### config.mk
export PLATFORM = sky130hd
export DESIGN_NAME = enet_ext_bus_arbiter
export DESIGN_NICKNAME = d
export VERILOG_FILES = /design/src/rtl/enet_bus_pkg.sv /design/src/rtl/enet_rr_arb2.sv /design/src/rtl/enet_ext_bus_arbiter.sv
export SDC_FILE = /design/constraint.sdc
export NUM_CORES = 1
export LEC_CHECK = 0
export CORE_ASPECT_RATIO = 0.75
export CORE_MARGIN = 10
export CORE_UTILIZATION = 30
export DETAILED_ROUTE_END_ITERATION = 12
export DONT_BUFFER_PORTS = 1
export HOLD_SLACK_MARGIN = 0.08
export PLACE_DENSITY_LB_ADDON = 0.12
export SYNTH_ARGS = -nofsm -noshare
export SYNTH_HDL_FRONTEND = slang
export SYNTH_SLANG_ARGS = --single-unit
### constraint.sdc
create_clock -name clk -period 1.6 [get_ports clk]
set_input_delay 0.32 -clock clk [delete_from_list [all_inputs] [get_ports clk]]
set_output_delay 0.32 -clock clk [all_outputs]
set_load 0.02 [all_outputs]
### src/rtl/enet_bus_pkg.sv
// Shared types and timing defaults for the external Ethernet controller bus arbiter.
package enet_bus_pkg;

  typedef enum logic [2:0] {IDLE, SETUP, STROBE, HOLD, DONE} bus_state_e;

  localparam int CNT_W          = 4;
  localparam int DEF_SETUP_CYC  = 1;
  localparam int DEF_STROBE_CYC = 3;
  localparam int DEF_HOLD_CYC   = 1;

  // Counter value loaded on entry to a phase of 'cyc' cycles.
  function automatic logic [CNT_W-1:0] phase_load(input int cyc);
    return (cyc > 0) ? CNT_W'(cyc - 1) : '0;
  endfunction

endpackage

### src/rtl/enet_rr_arb2.sv
// Two-way round-robin grant: a tie goes to the master that did not win last time.
module enet_rr_arb2 (
  input  logic [1:0] i_req,
  input  logic       i_last_grant,
  output logic [1:0] o_grant
);

  always_comb begin
    o_grant = 2'b00;
    case (i_req)
      2'b01:   o_grant = 2'b01;
      2'b10:   o_grant = 2'b10;
      2'b11:   o_grant = i_last_grant ? 2'b01 : 2'b10;
      default: o_grant = 2'b00;
    endcase
  end

endmodule

### src/rtl/enet_ext_bus_arbiter.sv
// Arbitrates the Nios data port and packet DMA onto the external Ethernet controller
// bus, sequencing setup/strobe/hold phases with registered, glitch-free strobes.
module enet_ext_bus_arbiter
  import enet_bus_pkg::*;
#(
  parameter int ADDR_W     = 8,
  parameter int DATA_W     = 16,
  parameter int SETUP_CYC  = DEF_SETUP_CYC,
  parameter int STROBE_CYC = DEF_STROBE_CYC,
  parameter int HOLD_CYC   = DEF_HOLD_CYC
) (
  input  logic              clk,
  input  logic              reset,
  input  logic              m0_req,
  input  logic              m0_wr,
  input  logic [ADDR_W-1:0] m0_addr,
  input  logic [DATA_W-1:0] m0_wdata,
  input  logic              m1_req,
  input  logic              m1_wr,
  input  logic [ADDR_W-1:0] m1_addr,
  input  logic [DATA_W-1:0] m1_wdata,
  output logic              m0_ack,
  output logic              m1_ack,
  output logic [DATA_W-1:0] m_rdata,
  output logic [ADDR_W-1:0] ext_addr,
  output logic [DATA_W-1:0] ext_wdata,
  output logic              ext_data_oe,
  input  logic [DATA_W-1:0] ext_rdata,
  output logic              ext_cs_n,
  output logic              ext_rd_n,
  output logic              ext_wr_n
);

  localparam logic [CNT_W-1:0] SETUP_LD  = phase_load(SETUP_CYC);
  localparam logic [CNT_W-1:0] STROBE_LD = phase_load(STROBE_CYC);
  localparam logic [CNT_W-1:0] HOLD_LD   = phase_load(HOLD_CYC);

  bus_state_e       r_state, w_nxt;
  logic [CNT_W-1:0] r_cnt, w_cnt_nxt;
  logic             r_last, r_owner, r_wr;
  logic [1:0]       w_gnt;
  logic             w_start, w_sel, w_wr, w_busy;

  enet_rr_arb2 u_arb (
    .i_req        ({m1_req, m0_req}),
    .i_last_grant (r_last),
    .o_grant      (w_gnt)
  );

  assign w_start = (r_state == IDLE) && (|w_gnt);
  assign w_sel   = w_gnt[1];
  // Direction of the access about to run: freshly granted master or the latched one.
  assign w_wr    = w_start ? (w_sel ? m1_wr : m0_wr) : r_wr;
  assign w_busy  = (w_nxt == SETUP) || (w_nxt == STROBE) || (w_nxt == HOLD);

  always_comb begin
    w_nxt     = r_state;
    w_cnt_nxt = r_cnt;
    case (r_state)
      IDLE: begin
        if (w_start) begin
          if (SETUP_CYC > 0) begin
            w_nxt = SETUP;  w_cnt_nxt = SETUP_LD;
          end else begin
            w_nxt = STROBE; w_cnt_nxt = STROBE_LD;
          end
        end
      end
      SETUP: begin
        if (r_cnt == '0) begin
          w_nxt = STROBE; w_cnt_nxt = STROBE_LD;
        end else begin
          w_cnt_nxt = r_cnt - 1'b1;
        end
      end
      STROBE: begin
        if (r_cnt == '0) begin
          if (HOLD_CYC > 0) begin
            w_nxt = HOLD; w_cnt_nxt = HOLD_LD;
          end else begin
            w_nxt = DONE; w_cnt_nxt = '0;
          end
        end else begin
          w_cnt_nxt = r_cnt - 1'b1;
        end
      end
      HOLD: begin
        if (r_cnt == '0) begin
          w_nxt = DONE; w_cnt_nxt = '0;
        end else begin
          w_cnt_nxt = r_cnt - 1'b1;
        end
      end
      DONE:    begin w_nxt = IDLE; w_cnt_nxt = '0; end
      default: begin w_nxt = IDLE; w_cnt_nxt = '0; end
    endcase
  end

  always_ff @(posedge clk) begin
    if (reset) begin
      r_state     <= IDLE;
      r_cnt       <= '0;
      r_last      <= 1'b1;
      r_owner     <= 1'b0;
      r_wr        <= 1'b0;
      ext_addr    <= '0;
      ext_wdata   <= '0;
      m_rdata     <= '0;
      ext_cs_n    <= 1'b1;
      ext_rd_n    <= 1'b1;
      ext_wr_n    <= 1'b1;
      ext_data_oe <= 1'b0;
      m0_ack      <= 1'b0;
      m1_ack      <= 1'b0;
    end else begin
      r_state <= w_nxt;
      r_cnt   <= w_cnt_nxt;
      if (w_start) begin
        r_owner   <= w_sel;
        r_last    <= w_sel;
        r_wr      <= w_wr;
        ext_addr  <= w_sel ? m1_addr  : m0_addr;
        ext_wdata <= w_sel ? m1_wdata : m0_wdata;
      end
      // Pin levels follow the state being entered, so they change exactly on the edge.
      ext_cs_n    <= !w_busy;
      ext_rd_n    <= !((w_nxt == STROBE) && !w_wr);
      ext_wr_n    <= !((w_nxt == STROBE) && w_wr);
      ext_data_oe <= w_busy && w_wr;
      m0_ack      <= (w_nxt == DONE) && !r_owner;
      m1_ack      <= (w_nxt == DONE) && r_owner;
      if ((r_state == STROBE) && (r_cnt == '0) && !r_wr)
        m_rdata <= ext_rdata;
    end
  end

endmodule

Word level (Yosys, flattened, before mapping) --
Cells that the tools add are included.
Storage, ports and cells: register bits 56, input bits 70, output and inout port bits 46, logic and storage cells 61
Cells by class: add/sub/neg operators 1, equality and inequality tests 11, muxes and demuxes 15, reduce and logical (&&, ||, !) cells 20
Operators by type and width (number):
- 16-bit two-way mux | 1
- 3-bit by 2-bit == test with 1-bit output, second input constant | 4
- 3-bit two-way mux | 4
- 4-bit two-way mux | 3
- 3-bit case mux with 4 select lines | 1
- 4-bit case mux with 3 select lines | 1
- 1-bit logical AND | 8
- 8-bit two-way mux | 1
- 3-bit by 1-bit == test with 1-bit output, second input constant | 2
- 1-bit zero test | 6
- 2-bit case mux with 3 select lines | 1
- 2-bit == test, second input constant | 2
- 4-bit zero test | 1
- 2-bit OR reduction | 2
- 4-bit by 1-bit subtractor with 4-bit output, second input constant | 1
- 3-bit == test, second input constant | 1
- 3-bit zero test | 1
- 2-bit by 1-bit == test with 1-bit output, second input constant | 1
- 1-bit logical OR | 2
- 1-bit two-way mux | 2
- 2-bit two-way mux | 1
- 2-bit != test, second input constant | 1

Depth between registers and ports, before layout --
Gate-level depths: netlist (run 1).
depth in word-level cells 10, depth in mapped cells 6, mapped depth without buffers 3

By module --
From an unflattened synthesis (run 1), not the netlist that was laid out.
Second synthesis, totals: cell total of the unflattened synthesis 251, area total of the unflattened synthesis 2296.0 sq um
Modules (own cells, without submodules):
- enet_ext_bus_arbiter | instances 1, cells an instance 248, area each 2277.2 sq um, seq. area each 1121.1 sq um
- enet_rr_arb2 | instances 1, cells an instance 3, area each 18.8 sq um, seq. area each 0.0 sq um

Worst setup path after synthesis (run 1) --
No wires, ideal clock.
path type register -> register, from reg r_cnt[0], to reg ext_wr_n, setup time 0.134 ns, data arrival time 1.446 ns, required time 1.466 ns, slack 0.020 ns, cell stages (with the launch flop) 5, buffers on the path 1, clock period less this slack 1.580 ns, cells stage by stage dfxtp_1 -> buf_6 -> nor4_2 -> mux2i_1 -> or4b_1
Between the ends: longest elaborated chain between the ends 6, elaborated cells on any way between the ends 8, classes of those cells eq/ne (1); mux (4); reduce/logical (3)
Ends and longest elaborated chain:
- from (decl) | line enet_ext_bus_arbiter.sv:39 | logic [CNT_W-1:0] r_cnt, w_cnt_nxt;
- from (signal assigned) | line enet_ext_bus_arbiter.sv:117 | r_cnt <= w_cnt_nxt;
- 4-bit zero test (*) | line enet_ext_bus_arbiter.sv:70, enet_ext_bus_arbiter.sv:77, enet_ext_bus_arbiter.sv:88
- 3-bit two-way mux (on tied branches) | line enet_ext_bus_arbiter.sv:88, enet_ext_bus_arbiter.sv:70, enet_ext_bus_arbiter.sv:77
- 3-bit case mux with 4 select lines (*) | line enet_ext_bus_arbiter.sv:59 | case (r_state)
- 3-bit by 2-bit == test with 1-bit output (*) | line enet_ext_bus_arbiter.sv:128 | ext_wr_n <= !((w_nxt == STROBE) && w_wr);
- 1-bit logical AND (*) | line enet_ext_bus_arbiter.sv:128
- 1-bit zero test (*) | line enet_ext_bus_arbiter.sv:128
- to (signal assigned) | line enet_ext_bus_arbiter.sv:128
- to (decl) | line enet_ext_bus_arbiter.sv:31 | output logic ext_wr_n
Mark *: on every way between the ends. The rest lies on a longest branch, timed or not. A chain may end at the register's enable or synchronous reset.

Final worst setup path (run 1) --
from reg r_cnt[0], to reg r_cnt[2]
Between the ends: longest elaborated chain between the ends 3, elaborated cells on any way between the ends 5, classes of those cells add/sub (1); mux (3); reduce/logical (1)
Ends and longest elaborated chain (line):
- 4-bit by 1-bit subtractor with 4-bit output / 4-bit zero test (equally long branches)
- 4-bit two-way mux (on tied branches) | enet_ext_bus_arbiter.sv:88, enet_ext_bus_arbiter.sv:70
- 4-bit case mux with 3 select lines (*) | enet_ext_bus_arbiter.sv:59
Marks and branches as above.

==> flow_metrics.env, run 1 <==
export IMPL_ios=116
export IMPL_antennaDiodeCount=0
export IMPL_tritoncts="done"
export IMPL_power_leakage_uw=0.000911
export IMPL_clkSinkCount=56
export IMPL_synth_top_family_by_area="compound AO/OA/AOI/OAI gates"
export IMPL_synth_xor_area_share=0
export IMPL_combPwrFrac=0.263
export IMPL_finalHoldViolCount=0
export IMPL_syn_num_nets=339
export IMPL_final_area_mm2=0.00272
export IMPL_via_per_inst=5.52
export IMPL_die_h_um=98.2
export IMPL_synth_flop_cell="dfxtp_1"
export IMPL_drive_above_1_share=0.154
export IMPL_synth_distinct_cells=42
export IMPL_yosys_warnings=0
export IMPL_antenna_found_initial=0
export IMPL_dr_pass1_iters=4
export IMPL_hold_end="r_last"
export IMPL_status="finished, final reports clean"
export IMPL_setup_viol=0
export IMPL_start_util=0.309
export IMPL_wirelength_um=7490
export IMPL_cts_root_buf="clkbuf_8"
export IMPL_route_detailed_drc=0
export IMPL_final_util=0.344
export IMPL_area_growth_pct=11.3
export IMPL_worstMarginPinSlew_ps=723
export IMPL_placed_area_mm2=0.00259
export IMPL_crit_arrival_ps=1780
export IMPL_drt_initial_drc_count=150
export IMPL_rrSetupSlack_ps=70
export IMPL_grt_ovfl_total=0
export IMPL_num_vias=2049
export IMPL_clk_pin_slew_ps=100
export IMPL_p_int_uw=2340
export IMPL_r2r_start="r_cnt[0]"
export IMPL_seqPwrFrac=0.527
export IMPL_syn_inst=269
export IMPL_nFillCells=855
export IMPL_core_mm2=0.00792
export IMPL_grtUsageTotal=0.115
export IMPL_required_ps=1850
export IMPL_grt_max_degree=54
export IMPL_numPlacedInstances=361
export IMPL_instances_no_fill=371
export IMPL_min_path_type="in -> reg"
export IMPL_critPathLaunchType="register"
export IMPL_htreeDepth=2
export IMPL_timing_hold_ws_ps=112
export IMPL_min_period_ps=1530
export IMPL_seq_area_frac_synth=0.458
export IMPL_ant_nets=0
export IMPL_synth_edf_count=0
export IMPL_grt_pass1_vias=2106
export IMPL_register_area_mm2=0.00112
export IMPL_gp_congestion=0.718
export IMPL_multiInputGateArea_mm2=0.00117
export IMPL_ys_ff_latch=56
export IMPL_relSlewSlack=0.517
export IMPL_grt_pass1_wl_um=12000
export IMPL_hp_start="reset"
export IMPL_synthAdderAreaFrac=0
export IMPL_endpoint_kind="register"
export IMPL_skew_ps=14.6
export IMPL_setup_tns_ps=0
export IMPL_rsz0062_at_grt="no"
export IMPL_synth_compound_area_frac=0.336
export IMPL_synth_area_mm2=0.00245
export IMPL_nets=336
export IMPL_clkLatencyLatePin_ps=310
export IMPL_yosys_area_share_simple=0.134
export IMPL_die_x_um=124
export IMPL_synth_avg_cell_area_um2=9.09
export IMPL_fmax_mhz=653
export IMPL_rr_endpoint="r_cnt[2]"
export IMPL_wire_per_inst_um=20.2
export IMPL_p_per_area_mw_per_mm2=1370
export IMPL_switchingPower_uw=1380
export IMPL_drv_cap=0
export IMPL_pwr_share_clk=0.210
export IMPL_num_rows=28
export IMPL_critPathKind="reg -> reg"
export IMPL_die_area_mm2=0.0122
export IMPL_synthMuxAreaShare=0.00409
export IMPL_synth_async_reset_ratio=0
export IMPL_final_max_slew_viol_count=0
export IMPL_min_period_over_period=0.958
export IMPL_numCtsBuffers=5
export IMPL_p_sw_frac=0.371
export IMPL_peakVddDrop_v=0.000413
export IMPL_crit_fanout=5
export IMPL_post_dp_hpwl_um=5350
export IMPL_cts_buffer_depth=2
export IMPL_r2r_cells=4
export IMPL_numPortBuffers=0
export IMPL_hold_depth=1
[metal layers]
| layer | track usage | up-vias | wire (um) |
|---|---|---|---|
| met3 | 0.0362 | 4 | 403 |
| met5 | 0 | - | 0 |
| met4 | 0.0241 | 0 | 39 |
| met2 | 0.185 | 48 | 3610 |
| met1 | 0.148 | 970 | 3430 |
| li1 | - | 1027 | - |
[cells in the mapped netlist (2+ instances only)]
| library cell | number | area share |
|---|---|---|
| dfxtp_1 | 56 | 0.46 |
| a21oi_1 | 45 | 0.092 |
| nand2b_1 | 3 | 0.0077 |
| o21a_1 | 2 | 0.0061 |
| inv_1 | 3 | 0.0046 |
| nor2b_1 | 2 | 0.0051 |
| o21ai_0 | 19 | 0.039 |
| buf_2 | 9 | 0.018 |
| clkbuf_1 | 18 | 0.028 |
| or4b_1 | 2 | 0.0082 |
| or3_1 | 2 | 0.0051 |
| o32ai_1 | 24 | 0.086 |
| or2_2 | 2 | 0.0051 |
| buf_6 | 2 | 0.0092 |
| nand2_1 | 3 | 0.0046 |
| nor2_1 | 5 | 0.0077 |
| nand3_1 | 20 | 0.041 |
| buf_4 | 2 | 0.0061 |
| nor3_1 | 4 | 0.0082 |
| a211oi_1 | 24 | 0.074 |
[area by class of cell]
type,instances,area share
clock buffers,6,0.0267
clock inverters,1,0.00322
inverters,3,0.00414
multi-input cells,178,0.430
flip-flops and latches,56,0.413
well taps,105,0.0483
repair buffers,22,0.0744
[cell usage in the layout (no fill, tap or decap), types with 2 or more instances in the layout]
master | Yosys | final
a211oi_1 | 24 | 24
a21oi_1 | 45 | 45
buf_12 | 0 | 3
buf_4 | 2 | 19
clkbuf_8 | 0 | 5
dfxtp_1 | 56 | 53
dfxtp_2 | 0 | 3
inv_1 | 3 | 3
nand2_1 | 3 | 3
nand2b_1 | 3 | 3
nand3_1 | 20 | 20
nor2_1 | 5 | 5
nor3_1 | 4 | 4
o21a_1 | 2 | 2
o21ai_0 | 19 | 19
o32ai_1 | 24 | 24
or2_2 | 2 | 2
or3_1 | 2 | 2
or4b_1 | 2 | 2
[power groups by stage]
| stage | clock network (uW) | registers [uW] | logic, uW |
|---|---|---|---|
| floorplan | 0 | 1930 | 719 |
| global route | 864 | 2000 | 1100 |
| CTS | 819 | 1970 | 948 |
| finish | 783 | 1960 | 978 |
| global placement | 0 | 2000 | 911 |
| detailed placement | 0 | 2000 | 925 |
[state kept, by name, summed over array words and instances, names as in the netlist, 3 cells and up]
register / flops
m_rdata: 16
r_state: 3
r_cnt: 4
ext_addr: 8
ext_wdata: 16
[how the worst max path moves through the flow]
stage          startpoint         end  slack, ps  depth (start not counted)
2_1_floorplan    r_cnt[0]    ext_wr_n         20                          4
3_3_place_gp     r_cnt[1]  r_state[0]         80                          3
3_5_place_dp     r_cnt[1]  r_state[0]         50                          3
4_1_cts        r_state[0]    ext_wr_n         30                          4
5_1_grt        r_state[2]    ext_wr_n         10                          4
6_report         r_cnt[0]    r_cnt[2]         70                          4
[logic make-up (layout without fill, tap and decap cells)]
family | after synthesis | count (layout)
flip-flops | 56 | 56
buffers and inverters | 35 | 32
AO/OA/AOI/OAI | 125 | 125
AND/OR/NAND/NOR | 52 | 52
multiplexers | 1 | 1
[metrics by stage]
stage | power, uW | worst slack, ps
3_3_place_gp | 2920 | 82.0
3_5_place_dp | 2930 | 47.6
2_1_floorplan | 2650 | 19.7
6_report | 3720 | 67.7
4_1_cts | 3740 | 33.6
5_1_grt | 3960 | 9.98
[worst max-delay path: stages, from the launching register on]
cell,delay (ps)
dfxtp_1,360
buf_4,160
or4b_2,660
a21o_1,180
a21oi_1,120
[timing repair]
action | 4_1_cts | 5_1_grt
hold endpoints to repair | 45 | 0
resized for setup | 0 | 3
setup endpoints to repair | 0 | 18
setup buffers | 0 | 2
hold buffers | 1 | 0
(Power assumes the default switching activity.)
==> run 2: changes to the inputs <==
--- a/config.mk
+++ b/config.mk
@@ -7,11 +7,12 @@
 export LEC_CHECK = 0
 export CORE_ASPECT_RATIO = 0.75
 export CORE_MARGIN = 10
-export CORE_UTILIZATION = 30
+export CORE_UTILIZATION = 40
 export DETAILED_ROUTE_END_ITERATION = 12
 export DONT_BUFFER_PORTS = 1
 export HOLD_SLACK_MARGIN = 0.08
 export PLACE_DENSITY_LB_ADDON = 0.12
 export SYNTH_ARGS = -nofsm -noshare
 export SYNTH_HDL_FRONTEND = slang
+export SYNTH_HIERARCHICAL = 1
 export SYNTH_SLANG_ARGS = --single-unit
==> run 2 against run 1 <==
Net effect:
- via count down 16%
- die area down 25%
- final cell count down 12%
- clock skew down 10 ps
- sequential share of layout area up 1.6 points
- largest cell class is now registers
==> flow_metrics.env, run 2 <==
export IMPL_placed_area_mm2=0.00239
export IMPL_antenna_found_initial=0
export IMPL_timing_hold_ws_ps=129
export IMPL_yosys_warnings=6
export IMPL_critPathTopFamily="simple AND/OR/NAND/NOR gates"
export IMPL_power_leakage_uw=0.000959
export IMPL_clkLatencyLatePin_ps=310
export IMPL_worstMarginPinSlew_ps=306
export IMPL_start_util=0.422
export IMPL_status="finished, final reports clean"
export IMPL_route_detailed_drc=0
export IMPL_drive_above_1_share=0.170
export IMPL_critPathKind="reg -> reg"
export IMPL_synth_area_mm2=0.00230
export IMPL_num_rows=23
export IMPL_p_per_area_mw_per_mm2=2000
export IMPL_endpoint_kind="register"
export IMPL_setup_viol=0
export IMPL_fmax_mhz=655
export IMPL_tritoncts="done"
export IMPL_min_period_over_period=0.954
export IMPL_r2r_cells=5
export IMPL_worst_path_buf_inv=0
export IMPL_critPathLaunchType="register"
export IMPL_clkSinkCount=56
export IMPL_numCtsBuffers=5
export IMPL_cts_root_buf="clkbuf_8"
export IMPL_dp_slack_ps=-64.7
export IMPL_reg_top3="ext_wdata x16, m_rdata x16, ext_addr x8"
export IMPL_drv_cap=0
export IMPL_final_max_slew_viol_count=0
export IMPL_die_h_um=85.6
export IMPL_cts_buffer_depth=2
export IMPL_ant_nets=0
export IMPL_gp_congestion=0.785
export IMPL_synthDominantCellAreaShare=0.488
export IMPL_synth_top_cell_by_area="dfxtp_1"
export IMPL_skew_ps=4.63
export IMPL_htreeDepth=2
export IMPL_peakVddDrop_v=0.000785
export IMPL_synth_distinct_cells=38
export IMPL_ys_ff_latch=56
export IMPL_hold_depth=1
export IMPL_yosysMostFrequentCell="dfxtp_1"
export IMPL_num_vias=1718
export IMPL_dr_pass1_iters=4
export IMPL_numPortBuffers=0
export IMPL_cts_setup_buffers=0
export IMPL_final_area_mm2=0.00262
export IMPL_crit_path_max_incr_delay_ps=500
export IMPL_synth_common_cells="dfxtp_1, nand2_1, nor2_1, mux2i_1, a211oi_1"
export IMPL_synthTopCellsByArea="dfxtp_1, mux2i_1, a211oi_1"
export IMPL_ios=116
export IMPL_syn_inst=251
export IMPL_grtUsageTotal=0.120
export IMPL_nFillCells=521
export IMPL_synth_async_reset_ratio=0
export IMPL_grt_pass1_wl_um=9010
export IMPL_cp_depth=5
export IMPL_grt_pass1_vias=1752
export IMPL_cp_cell_sequence="a21boi_4 > or4_4 > o21bai_4 > xor2_1 > a2111oi_0"
export IMPL_hp_start="reset"
export IMPL_synth_avg_cell_area_um2=9.15
export IMPL_post_dp_hpwl_um=4200
export IMPL_final_util=0.481
export IMPL_synth_edf_count=0
export IMPL_area_growth_pct=13.9
export IMPL_nets=322
export IMPL_critPathLaunch="r_last"
export IMPL_seq_area_frac_synth=0.488
export IMPL_crit_fanout=3
export IMPL_crit_arrival_ps=1730
export IMPL_grt_ovfl_total=0
export IMPL_final_common_cell="dfxtp_1"
export IMPL_die_area_mm2=0.00920
export IMPL_syn_num_nets=321
export IMPL_wirelength_um=5880
export IMPL_relSlewSlack=0.791
export IMPL_drt_initial_drc_count=50
export IMPL_min_path_type="in -> reg"
export IMPL_core_mm2=0.00544
export IMPL_die_x_um=107
export IMPL_r2r_start="r_last"
export IMPL_antennaDiodeCount=0
export IMPL_crit_slowest_cell="or4_4"
export IMPL_layout_common_cells="dfxtp_1, nand2_1, nor2_1"
export IMPL_via_per_inst=5.24
export IMPL_grt_max_degree=49
export IMPL_min_period_ps=1530
export IMPL_clk_pin_slew_ps=100
export IMPL_finalHoldViolCount=0
export IMPL_required_ps=1800
export IMPL_wire_per_inst_um=17.9
export IMPL_setup_tns_ps=0
export IMPL_fin_ws_ps=73.9
export IMPL_synth_flop_cell="dfxtp_1"
[run 2: cell count changes after synthesis, sizes merged, moves of 13 or more]
cell	change
clkbuf	-13
mux2i	+24
o21ai	-16
nand2	+35
nand3	-17
o32ai	-24
a21oi	-25
nor2	+26
[run 2: what timing repair did]
| item | 4_1_cts | 5_1_grt |
|---|---|---|
| hold buffers | 1 | 0 |
| endpoints found under the setup margin | 1 | 26 |
| pin swaps | 0 | 1 |
| resized for setup | 1 | 12 |
| hold endpoints to repair | 44 | 0 |
| cloned | 0 | 1 |
[run 2: metal layers]
layer  global-route usage  share of wire  wire length [um]  up-vias
met4               0.0436          0.011                63        0
met3               0.0785           0.13               778        7
li1                     -              -                 -      872
met1                0.141           0.42              2450      771
met2                0.171           0.44              2590       68
met5                    0              0                 0        -
[run 2: final cells by class]
cell class,instances,area (um^2),area share
clock buffer,5,68.8,0.0263
multi-input combinational,172,1120,0.429
sequential,56,1120,0.429
timing repair buffer,14,155,0.0593
tap,75,93.8,0.0359
inverter,3,11.3,0.00431
clock inverter,3,42.5,0.0163
[run 2: per-stage QoR]
| stage | cells | power, uW |
|---|---|---|
| CTS | 327 | 5070 |
| floorplan | 251 | 3740 |
| global placement | 318 | 4100 |
| global route | 328 | 5600 |
| finish | 328 | 5220 |
| detailed placement | 318 | 4120 |
[run 2: where the power goes]
part | leakage (uW) | internal (uW) | switching, uW
clock | 0.0000541 | 464 | 457
combinational | 0.000446 | 812 | 952
sequential | 0.000459 | 1800 | 733
total | 0.000959 | 3080 | 2140
[run 2: logic make-up after synthesis]
group,share of synthesized area
AOI/OAI and AO/OA,0.166
DFF,0.488
and+or+nand+nor,0.172
muxes,0.114
xor gates and xnor gates,0.00382
buffers and inverters,0.0556
[run 2: path summary, 6_finish.rpt]
path	endpoint	slack [ps]
hold reg to reg	ext_wr_n	440
setup / recovery	r_cnt[1]	70
hold / removal	r_last	130
setup reg to reg	r_cnt[1]	70
[run 2: worst register-to-register path, stage by stage (launching register included)]
cell and delay [ps]:
dfxtp_2 380, a21boi_4 70, or4_4 500, o21bai_4 160, xor2_1 70, a2111oi_0 250
==> patch 1 (settings of run 2) <==
Re-encode `bus_state_e` (5 states) as one-hot, 5 bits wide.
--- a/src/rtl/enet_bus_pkg.sv
+++ b/src/rtl/enet_bus_pkg.sv
@@ -3,3 +3,3 @@
 
-  typedef enum logic [2:0] {IDLE, SETUP, STROBE, HOLD, DONE} bus_state_e;
+  typedef enum logic [4:0] {IDLE = 5'b00001, SETUP = 5'b00010, STROBE = 5'b00100, HOLD = 5'b01000, DONE = 5'b10000} bus_state_e;
 
Check against the original RTL: same outputs for any inputs over 10 cycles, from zero or initial values and one cycle with reset high; not proved beyond that.
==> patch 1 against run 2 <==
Area after synthesis up 13%. Worst setup slack better by 0.024 ns. Die area up 9.8%. Sequential cell count up 2. First-iteration DRC count up 92%. Wire length up 5.0%. Worst hold slack worse by 0.066 ns. Utilization down 1.0 points. Final area up 13%. Clock skew up 0.0044 ns. Count of clock-buffer cells in the layout up 6. Critical path depth up 3. Critical endpoint is now m_rdata[10].
Power is not compared: it rests on default switching activity, and its combinational part moved more than twofold at a synthesized area within 25%.
==> patch 1: results (changes against run 2) <==
cts_buffers: 9  # was 5
wl_per_cell_um: 18.1  # was 17.9 µm
hold_start: "reset"  # unchanged
dp_hpwl_mm: 4.58  # was 4.20 mm
cts-root-buf: "clkbuf_8"  # unchanged
arrival_ns: 1.71  # was 1.73 ns
ir_drop_mv: 0.474
clock_skew_ns: 0.00906  # was 0.00463 ns
clk_pin_slew_ns: 0.06  # was 0.10 ns
htreeDepth: 3  # was 2
ys_top_cells_by_count: "58 x dfxtp_1, 48 x nor2_1, 42 x mux2i_1"  # was 56 x dfxtp_1, 38 x nand2_1, 31 x nor2_1
drt_iter0_drc: 96  # was 50
grt_use_met2_pct: 18.0  # was 17.1%
path_delay_family: "buffers and inverters"  # was simple AND/OR/NAND/NOR gates
place_area_um2: 2710  # was 2390 µm²
swShare_pct: 30.4
fillers: 598  # was 521
synthDistinctLibCells: 39  # was 38
layout.cells.non_filler: 342  # was 328
dp.cells: 325  # was 318
num_vias: 1804  # was 1718
syn_nets: 319  # was 321
nets: 330  # was 322
use_met3_pct: 6.24  # was 7.85%
slowest_stage: "dfxtp_2"  # was or4_4
grt_start_max_net_pins: 55  # was 49
reg.largest.list: "ext_wdata x16, m_rdata x16, ext_addr x8"  # unchanged
grt_pass1_wl_mm: 9.34  # was 9.01 mm
avgSynthCellArea_um2: 10.5  # was 9.15 µm²
use_met1_pct: 13.5  # was 14.1%
place.gp.congestion: 0.749  # was 0.785
drive_gt1_share_pct: 27.2  # was 17.0%
cp_slowest_stage_delay_ns: 0.32  # was 0.50 ns
pre_cts_ws_ns: -0.0116  # was -0.0647 ns
status: "finished, final reports clean"  # unchanged
track_usage_pct: 11.6  # was 12.0%
crit_path_start: "r_cnt[0]"  # was r_last
tightest_slew_ns: 0.422  # was 0.306 ns
synthTopCellsByArea: "dfxtp_1 45%, mux2i_1 16%, a211oi_2 11%"  # was dfxtp_1 49%, mux2i_1 11%, a211oi_1 7.8%
seq_area_frac_synth_pct: 44.9  # was 48.8%
cp_max_fo: 8  # was 3
[patch 1: kinds of logic (layout without fill, tap and decap cells)]
| logic type | count (synthesis) | after routing | share of synthesized area, % |
|---|---|---|---|
| xor gates and xnor gates | 1 | 1 | 0.339 |
| DFF | 58 | 58 | 44.9 |
| muxes | 43 | 43 | 16.7 |
| AOI/OAI and AO/OA | 40 | 40 | 15.8 |
| adders and majority gates | 2 | 2 | 0.968 |
| and+or+nand+nor | 82 | 82 | 15.9 |
| buffers and inverters | 21 | 35 | 5.28 |
[patch 1: what timing repair did]
item	in CTS	in global routing
endpoints found under the hold margin	50	51
gates resized for setup	2	14
buffers inserted	0	2
pin swaps	0	2
endpoints found under the setup margin	8	42
gates cloned	0	1
[patch 1: layout make-up]
type / count / area [µm²] / area share (%)
multi-input cells: 168 / 1330 / 45.0
flip-flops and latches: 58 / 1170 / 39.4
repair buffers: 18 / 189 / 6.38
clock buffers: 11 / 141 / 4.78
well taps: 81 / 101 / 3.42
clock inverters: 3 / 17.5 / 0.592
inverters: 3 / 11.3 / 0.381
[patch 1: power groups by stage]
stage                     Clock (W)  Sequential (W)  Combinational (W)
after global routing        0.00121         0.00183           0.000683
after floorplan                   0         0.00180           0.000540
final                       0.00110         0.00181           0.000609
after CTS                   0.00116         0.00181           0.000608
after global placement            0         0.00185           0.000592
after detailed placement          0         0.00184           0.000602
[patch 1: routing by layer]
layer  wire [µm]  up-vias
li1            -      907
met1        2620      830
met2        2900       60
met3         583        7
met4          73        0
met5           0        -
[patch 1: worst paths after layout]
| path | cells past startpoint | to | slack (ns) |
|---|---|---|---|
| worst max-delay path | 8 | m_rdata[10] | 0.1 |
| worst min-delay path | 1 | ext_wdata[14] | 0.06 |
| worst max register to register | 8 | m_rdata[10] | 0.1 |
| worst min register to register | 1 | m0_ack | 0.47 |
==> patch 2 (config.mk and constraints of run 2) <==
Made on the original files. Set the parameter `ADDR_W` to 6 (it was 8).
--- a/src/rtl/enet_ext_bus_arbiter.sv
+++ b/src/rtl/enet_ext_bus_arbiter.sv
@@ -5,3 +5,3 @@
 #(
-  parameter int ADDR_W     = 8,
+  parameter int ADDR_W     = 6,
   parameter int DATA_W     = 16,
Ports: changed (resized ext_addr, m0_addr and m1_addr); port bits go from 116 to 110. No check against the original RTL was run, so the function may have changed too.
==> patch 2 against run 2 <==
Clock skew about the same. Worst setup slack worse by 0.0034 ns. Sequential share of layout area is 1.2 points lower. Area after synthesis fell by 4.9%. Power up 3.4%. Synthesized cell count is 3.6% lower. Sequential cell count is 2 lower. Final area down 0.48%. Worst hold slack worse by 0.0047 ns. Highest routed layer unchanged. Wire length decreased by 1.3%.
==> patch 2: results (changes against run 2) <==
ys_top_cells_by_count: "54 x dfxtp_1, 38 x nand2_1, 29 x nor2_1"  # was 56 x dfxtp_1, 38 x nand2_1, 31 x nor2_1
clock_skew_ns: 0.00463  # about the same
pre_cts_ws_ns: -0.0328  # was -0.0647 ns
viasPerCell: 5.24  # about the same
wl_per_cell_um: 18.0  # was 17.9 µm
r2r_cells: 5  # unchanged
place_area_um2: 2310  # was 2390 µm²
status: "finished, final reports clean"  # unchanged
reg.largest.list: "ext_wdata x16, m_rdata x16, ext_addr x6"  # was ext_wdata x16, m_rdata x16, ext_addr x8
dp_hpwl_mm: 4.08  # was 4.20 mm
synthDistinctLibCells: 36  # was 38
syn_nets: 308  # was 321
drive_gt1_share_pct: 16.1  # was 17.0%
dr.pass1.iters: 4  # unchanged
ir_drop_mv: 0.857  # was 0.785 mV
track_usage_pct: 12.3  # was 12.0%
drt_iter0_drc: 93  # was 50
tightest_slew_ns: 0.299  # was 0.306 ns
fillers: 498  # was 521
grt_start_max_net_pins: 45  # was 49
htreeDepth: 2  # unchanged
place.gp.congestion: 0.748  # was 0.785
synthTopCellsByArea: "dfxtp_1 49%, mux2i_1 11%, a211oi_1 7.6%"  # was dfxtp_1 49%, mux2i_1 11%, a211oi_1 7.8%
cellLeakagePower_nw: 0.968  # was 0.959 nW
seq_area_frac_synth_pct: 49.5  # was 48.8%
grt_pass1_wl_mm: 8.93  # was 9.01 mm
[patch 2: how the worst max path moves through the flow]
stage | startpoint | to | slack [ns] | cells past startpoint
2_1_floorplan | m1_req | r_cnt[1] | -0.11 | 6
3_5_place_dp | r_last | r_cnt[1] | -0.03 | 5
5_1_grt | r_last | r_cnt[1] | -0.04 | 5
4_1_cts | r_last | ext_wdata[5] | 0.03 | 7
3_3_place_gp | m1_req | r_cnt[1] | 0.03 | 5
6_report | r_last | r_cnt[1] | 0.07 | 5
[patch 2: through the flow]
stage	util (%)	hold slack (ns)	instances	setup TNS (ns)
finish	48.9	0.124	323	0
global route	48.9	0.0970	323	-0.0372
CTS	46.5	0.107	318	0
detailed placement	43.3	0.396	309	-0.0328
global placement	43.3	0.393	309	0
floorplan	-	0.379	242	-0.109
[patch 2: power breakdown]
group	switching [W]	internal, W	total (W)
combinational	0.000926	0.000915	0.00184
clock	0.000435	0.000667	0.00110
sequential	0.000718	0.00174	0.00245
[patch 2: cell families after synthesis]
family / synth area share, %
compound gates: 16.3
xor+xnor: 0.401
buf+inv: 5.21
flops: 49.5
mux: 11.1
simple gates: 17.6
[patch 2: metal layers]
layer	routed length, µm	track usage (%)	up-vias
li1	-	-	856
met1	2470	14.4	781
met2	2720	18.8	54
met3	599	6.87	2
met4	21	2.99	0
met5	0	0	-
[patch 2: final cells by class]
type / count / area share (%)
clock inverters: 2 / 2.31
flip-flops and latches: 54 / 41.7
multi-input cells: 166 / 40.3
inverters: 3 / 0.433
well taps: 75 / 3.61
clock buffers: 6 / 3.17
repair buffers: 17 / 8.46
[patch 2: what timing repair did]
action	in CTS	in global routing
hold endpoints to repair	42	0
hold buffers	1	0
gates resized for setup	3	10
pin swaps	0	2
buffers inserted	0	3
endpoints found under the setup margin	1	26
cloned	0	2
[patch 2: worst max-delay path, stage by stage (launching register included)]
cell and delay [ns]:
dfxtp_4 0.38, a21boi_4 0.06, or4_4 0.53, o21bai_1 0.16, xor2_1 0.09, a2111oi_2 0.22
